==> src/rtl/uart_tx_arbiter.sv <==
// Round-robin, message-locked arbiter sharing the UART TX FIFO write port among NREQ producers.
// Define TX_ARB_TIMEOUT_EN to compile in revocation of a grant whose owner stalls for TIMEOUT cycles.
module uart_tx_arbiter #(
  parameter int NREQ    = 4,
  parameter int TIMEOUT = 255
) (
  input  logic              uart_clk,
  input  logic              rst_n,
  input  logic [NREQ-1:0]   req_valid,
  input  logic [8*NREQ-1:0] req_data,
  input  logic [NREQ-1:0]   req_last,
  output logic [NREQ-1:0]   req_ready,
  input  logic              tf_full,
  output logic              tf_wrreq,
  output logic [7:0]        tf_data,
  output logic [NREQ-1:0]   grant,
  output logic              busy,
  output logic              timeout_evt
);
  localparam int PW = (NREQ > 1) ? $clog2(NREQ) : 1;

  typedef enum logic {
    IDLE = 1'b0,
    XFER = 1'b1
  } state_t;

  state_t          state;
  state_t          state_nxt;
  logic [PW-1:0]   owner;
  logic [PW-1:0]   owner_nxt;
  logic [PW-1:0]   rr_ptr;
  logic [PW-1:0]   rr_ptr_nxt;
  logic [NREQ-1:0] grant_nxt;

  logic            own_valid;
  logic            own_last;
  logic [7:0]      own_data;
  logic            accept;
  logic            release_last;
  logic            gap_expire;
  logic            pick_found;
  logic [PW-1:0]   pick_idx;

  function automatic logic [PW-1:0] wrap_inc(input logic [PW-1:0] idx);
    if (idx == PW'(NREQ - 1)) return '0;
    return idx + PW'(1);
  endfunction

  // Rotate the valid vector so bit 0 is rr_ptr, then the lowest set bit is the winner.
  function automatic logic [PW:0] rr_pick(input logic [NREQ-1:0] vld,
                                          input logic [PW-1:0]   ptr);
    logic [2*NREQ-1:0] dbl;
    logic [PW:0]       pos;
    logic [PW:0]       res;
    dbl = {vld, vld} >> ptr;
    pos = '0;
    res = '0;
    for (int k = NREQ - 1; k >= 0; k--) begin
      if (dbl[k]) begin
        pos = {1'b0, ptr} + (PW+1)'(k);
        if (pos >= (PW+1)'(NREQ)) pos = pos - (PW+1)'(NREQ);
        res = {1'b1, pos[PW-1:0]};
      end
    end
    return res;
  endfunction

  assign {pick_found, pick_idx} = rr_pick(req_valid, rr_ptr);

  always_comb begin
    own_valid = 1'b0;
    own_last  = 1'b0;
    own_data  = '0;
    for (int i = 0; i < NREQ; i++) begin
      if (owner == PW'(i)) begin
        own_valid = req_valid[i];
        own_last  = req_last[i];
        own_data  = req_data[8*i +: 8];
      end
    end
  end

  // Write path is combinational so the owner's byte lands in the FIFO the same cycle.
  assign busy         = (state == XFER);
  assign accept       = busy & own_valid & ~tf_full;
  assign release_last = accept & own_last;
  assign tf_wrreq     = accept;
  assign tf_data      = accept ? own_data : 8'h00;
  assign req_ready    = (busy && !tf_full) ? grant : '0;

`ifdef TX_ARB_TIMEOUT_EN
  logic [15:0] gap_cnt;
  logic [15:0] gap_cnt_nxt;

  // Full-FIFO cycles are stalls on our side, not the producer's, so they hold the count.
  always_comb begin
    gap_cnt_nxt = gap_cnt;
    gap_expire  = 1'b0;
    if (!busy || own_valid) begin
      gap_cnt_nxt = '0;
    end else if (!tf_full) begin
      if (({1'b0, gap_cnt} + 17'd1) == 17'(TIMEOUT)) begin
        gap_expire  = 1'b1;
        gap_cnt_nxt = '0;
      end else begin
        gap_cnt_nxt = gap_cnt + 16'd1;
      end
    end
  end

  always_ff @(posedge uart_clk) begin
    if (!rst_n) begin
      gap_cnt     <= '0;
      timeout_evt <= 1'b0;
    end else begin
      gap_cnt     <= gap_cnt_nxt;
      timeout_evt <= gap_expire;
    end
  end
`else
  assign gap_expire  = 1'b0;
  assign timeout_evt = 1'b0;
`endif

  always_comb begin
    state_nxt  = state;
    owner_nxt  = owner;
    rr_ptr_nxt = rr_ptr;
    grant_nxt  = grant;
    case (state)
      IDLE: begin
        if (pick_found) begin
          state_nxt = XFER;
          owner_nxt = pick_idx;
          grant_nxt = NREQ'(1) << pick_idx;
        end
      end
      XFER: begin
        if (release_last || gap_expire) begin
          state_nxt  = IDLE;
          grant_nxt  = '0;
          rr_ptr_nxt = wrap_inc(owner);
        end
      end
      default: begin
        state_nxt = IDLE;
        grant_nxt = '0;
      end
    endcase
  end

  always_ff @(posedge uart_clk) begin
    if (!rst_n) begin
      state  <= IDLE;
      owner  <= '0;
      rr_ptr <= '0;
      grant  <= '0;
    end else begin
      state  <= state_nxt;
      owner  <= owner_nxt;
      rr_ptr <= rr_ptr_nxt;
      grant  <= grant_nxt;
    end
  end

endmodule

==> config.mk <==
export PLATFORM = sky130hd
export DESIGN_NAME = uart_tx_arbiter
export DESIGN_NICKNAME = d
export VERILOG_FILES = /design/src/rtl/uart_tx_arbiter.sv
export SDC_FILE = /design/constraint.sdc
export NUM_CORES = 1
export LEC_CHECK = 0
export CAP_MARGIN = 20
export CORE_UTILIZATION = 36
export CTS_CLUSTER_SIZE = 25
export DETAILED_ROUTE_END_ITERATION = 6
export PLACE_DENSITY_LB_ADDON = 0.05
export SYNTH_ARGS = -nofsm -noshare
export SYNTH_HDL_FRONTEND = slang
export SYNTH_SLANG_ARGS = --single-unit
==> constraint.sdc <==
create_clock -name uart_clk -period 2.9 [get_ports uart_clk]
set_clock_uncertainty 0.2 [all_clocks]
set_input_delay 0.58 -clock uart_clk [delete_from_list [all_inputs] [get_ports uart_clk]]
set_output_delay 0.58 -clock uart_clk [all_outputs]
set_load 0.02 [all_outputs]
; Word level (Yosys, flattened, before mapping)
; Index checks and enable logic that the tools add are counted.
[op_classes]
addsub = 8
n_lt_le_gt_ge = 4
n_eq_ne = 5
shifts = 2
muxes = 33
n_bitwise = 5
reduce_logical = 6
[ops]
columns = operator, n
row1 = 8-bit two-way mux, 5
row2 = 1-bit two-way mux, 13
row3 = 2-bit two-way mux, 6
row4 = 3-bit two-way mux, 4
row5 = 4-bit two-way mux, 3
row6 = "3-bit >= comparator, second input constant", 3
row7 = 4-bit one-hot mux with 2 select lines, 1
row8 = 8-bit by 2-bit >> shifter with 4-bit output, 1
row9 = "2-bit by 1-bit subtractor with 2-bit output, second input constant", 4
row10 = "2-bit by 2-bit adder with 3-bit output, second input constant", 2
row11 = 2-bit AND reduction, 3
row12 = "2-bit == test, second input constant", 2
row13 = "1-bit by 2-bit << shifter with 4-bit output, first input constant", 1
row14 = "2-bit by 1-bit adder with 3-bit output, second input constant", 1
row15 = 1-bit bitwise AND, 3
row16 = "2-bit by 3-bit >= comparator with 1-bit output, second input constant", 1
row17 = "2-bit by 1-bit adder with 2-bit output, second input constant", 1
row18 = "2-bit by 1-bit == test with 1-bit output, second input constant", 1
row19 = 2-bit logical NOT, 1
row20 = "2-bit by 1-bit inequality test with 1-bit output, second input constant", 1
row21 = "2-bit inequality test, second input constant", 1
row22 = 1-bit inverter, 2
row23 = 1-bit one-hot mux with 2 select lines, 1
row24 = 1-bit logical AND, 1
row25 = 1-bit logical NOT, 1
[word_totals]
regBits = 9
input_bits = 43

; Logic depth before layout (Yosys ltp)
[depth]
ltp_word = 11
mapped_depth = 8
ltp_nobuf = 6

; Least setup slack after synthesis
; No wires, ideal clock.
[synth_path]
kind = input-to-output
start = input tf_full
end = output tf_data[0]
t_arrival_ps = 1711
slack_ps = 409
cell_stages = 5
n_path_buf = 1
path_cell_list = and2b_1 o311ai_4 or2_1 buf_4 a21oi_1
[synth_between]
elab_chain_len = 3
[synth_rtl]
columns = item, line_no
row1 = start: declaration, 13  ; input logic tf_full,
row2 = 1-bit inverter, 85  ; assign accept = busy & own_valid & ~tf_full;
row3 = 1-bit bitwise AND, 85
row4 = 8-bit two-way mux, 88  ; assign tf_data = accept ? own_data : 8'h00;
row5 = end: declaration, 15  ; output logic [7:0] tf_data,
; Every way passes these cells.

; Worst setup path in the final report
[layout_path]
start = input tf_full
end = output req_ready[1]
[layout_between]
elab_chain_len = 3
[layout_rtl]
columns = item, line_no
row1 = 1-bit logical NOT, 89  ; assign req_ready = (busy && !tf_full) ? grant : '0;
row2 = 1-bit logical AND, 89
row3 = 4-bit two-way mux, 89
row4 = end: declaration, 12  ; output logic [NREQ-1:0] req_ready,
; Every way passes these cells.

==> impl_metrics.csv <==
group,metric,value,unit
run_status,status,"finished, final reports clean",
detailed_routing,dr.first_iter.drc_count,19,
sta,rsz0062_at_grt,"no",
placement,port_buffers,60,
worst_setup_path,arrival,2.06,ns
placement,place_congestion,0.800,
detailed_routing,antenna_left,0,
sta,setup_violations,0,
worst_setup_path,rr_worst_depth,7,
min_path,hold_class,"register to register",
clocking,ctsLongestPathBuffers,2,
synthesis,synth_area,926,sq um
pwr,power.total,0.000449,W
clocking,clk_latency,0.27,ns
pwr,ir_worst_vdd,0.000260,V
pwr,power_density,279,nW/um^2
clocking,cts_buffers,3,
layout,multi_input_area,653,sq um
global_routing,antenna_found_initial,0,
synthesis,yosysSeqAreaShare,19.5,%
placement,hpwl,2.48,mm
layout,final_area,1610,sq um
clocking,cts_tree,"yes",
detailed_routing,drt_first_pass_iters,5,
worst_setup_path,crit_chain,"clkdlybuf4s50_1 > and2b_1 > buf_4 > and2_1 > clkdlybuf4s50_1",
detailed_routing,via_count,1144,
synthesis,syn_nets,163,
global_routing,grt_pass1_wl,4.66,mm
sta,final_hold_viol_count,0,
layout,drive_above_1_share,18.7,%
layout,syn_to_final_growth,73.6,%
detailed_routing,vias_per_cell,5.27,
synthesis,synthCells,116,
worst_setup_path,worst_path_max_delay_cell,"clkdlybuf4s50_1",
sta,fin_crit,2.84,ns
sta,max_freq,352,MHz
synthesis,synth_cell_type_count,37,
clocking,ctsHoldBuffers,0,
global_routing,grtUsageTotal,22.8,%
synthesis,yosysWarnings,0,
min_path,min_to,"grant[1]",
clocking,htreeDepth,1,
floorplan,die_x,52.7,um
floorplan,pin_count,62,
worst_setup_path,rrSetupSlack,0.78,ns
worst_setup_path,crit_top_cell,"clkdlybuf4s50_1",
layout,fin_util,65.5,%
layout,n_antenna_cell,0,
worst_setup_path,critPathMaxStageDelay,0.60,ns
pwr,p_leak,0.615,nW
min_path,whs_path_depth,2,
detailed_routing,drc_errors,0,
worst_setup_path,critical_path_class,"input port to primary output",
global_routing,grt_pass1_vias,1015,
sta,drv_slew,0,
clocking,cts-root-buf,"clkbuf_4",
layout,fill_cells,225,
detailed_routing,wl_per_cell,14.1,um
global_routing,grt_start_max_net_pins,10,
floorplan,core_area,2450,sq um
worst_setup_path,reg2reg_to,"grant[2]",
min_path,hp-start,"grant[1]",
sta,whs,0.275,ns
worst_setup_path,path_max_fanout,4,
floorplan,start_util,37.7,%
worst_setup_path,required,2.12,ns
clocking,path_clk_slew,0.07,ns
worst_setup_path,end_kind,"primary output",
layout,seqCellArea,181,sq um
sta,layout_worst_path_cycle_share,98.1,%
synthesis,syn_area_per_cell,7.98,sq um
clocking,cts.sinks,9,
floorplan,num_rows,18,
global_routing,overflow,0,
detailed_routing,drt-total-wl,3.06,mm
worst_setup_path,timing.rr.start,"owner[1]",
floorplan,dieArea,2780,sq um
run,drv_cap,0,
worst_setup_path,crit_start,"tf_full",
layout,fin_nets,235,
floorplan,fp.dieH,52.7,um
placement,dpl_cell_area,1620,sq um
synthesis,synth-seq-cells,9,
worst_setup_path,startpoint_type,"input port",
stage by stage:
step / setup slack [ns] / TNS [ns] / std cells
detailed placement: -0.387 / -3.20 / 213
global placement: -0.344 / -2.98 / 213
CTS: 0.00111 / 0 / 217
finish: 0.0552 / 0 / 217
floorplan: 0.409 / 0 / 116
global route: 0.00281 / 0 / 217
Yosys cell counts, drive strengths merged:
master  number  share of area (%)
nand2       16                6.5
a21oi       12                6.9
dfxtp        9                 19
inv          9                3.6
a221o        8                8.6
o211ai       8                6.5
buf          6                5.4
and2         4                2.7
ha           4                5.4
o32ai        4                3.8
mux2i        3                3.2
nor2         3                1.2
nor2b        3                2.0
nor3b        3                2.4
a211o        2                1.9
clkbuf       2               0.81
nor3         2                1.6
o22ai        2                1.4
o311ai       2                5.7
or2          2                1.4
a211oi       1               0.81
a21boi       1               0.81
and2b        1               0.81
clkinv       1               0.41
conb         1               0.41
nand2b       1               0.68
nand3b       1               0.81
nor4         1               0.68
o21a         1               0.81
o221ai       1               0.95
o22a         1                1.1
or3          1                1.2
where the power goes:
part	internal, W	leakage, nW	switching (W)	total [W]
combinational	0.000123	0.526	0.0000884	0.000211
sequential	0.000130	0.0740	0.00000635	0.000137
clock	0.0000532	0.0150	0.0000483	0.000102
cell families after synthesis:
| logic type | Yosys count | synth area share (%) |
|---|---|---|
| AO/OA/AOI/OAI | 43 | 39.2 |
| buffers and inverters | 18 | 10.3 |
| other | 1 | 0.405 |
| adder cells (fa/ha/maj) | 4 | 5.41 |
| flip-flops | 9 | 19.5 |
| multiplexers | 3 | 3.24 |
| AND/OR/NAND/NOR | 38 | 22.0 |
registers in the layout (all words and copies together), names as in the netlist:
register and count:
owner 2, busy 1, rr_ptr 2, grant 4
worst max-delay path: cells and delay by family:
family | cells | cell delay [ns]
simple gates | 2 | 0.36
buf+inv | 3 | 1.13
layout make-up:
cell class	instances	share of cell area (%)
timing repair buffer	75	41.8
tap	30	2.33
sequential	9	11.3
clock buffer	4	1.63
multi-input combinational	89	40.6
inverter	10	2.33
placed cells by master (no fill, tap or decap), types with 8 or more instances in the layout:
cell	count
buf_4	15
a21oi_1	11
clkbuf_2	8
a221o_1	8
inv_1	9
clkdlybuf4s50_1	51
dfxtp_1	8
o211ai_1	8
nand2_1	16
per-layer routing:
layer	share of wire [%]	track usage, %
met5	0	0
met2	47	39.0
met1	45	28.3
met4	0.82	5.70
met3	7.0	5.51
worst max-delay path by stage:
stage                        end  depth (start not counted)  slack (ns)
finish              req_ready[1]                          5        0.06
global route        req_ready[1]                          5       0.003
CTS                   tf_data[2]                          6       0.001
detailed placement    tf_data[7]                          6       -0.39
global placement      tf_data[1]                          6       -0.34
floorplan             tf_data[0]                          5        0.41
what timing repair did:
action / CTS / global route
pin swaps: 0 / 0
gates resized for setup: 13 / 14
setup endpoints to repair: 9 / 8
setup buffers: 0 / 0
Note: power is estimated with default switching activity, not from simulation.
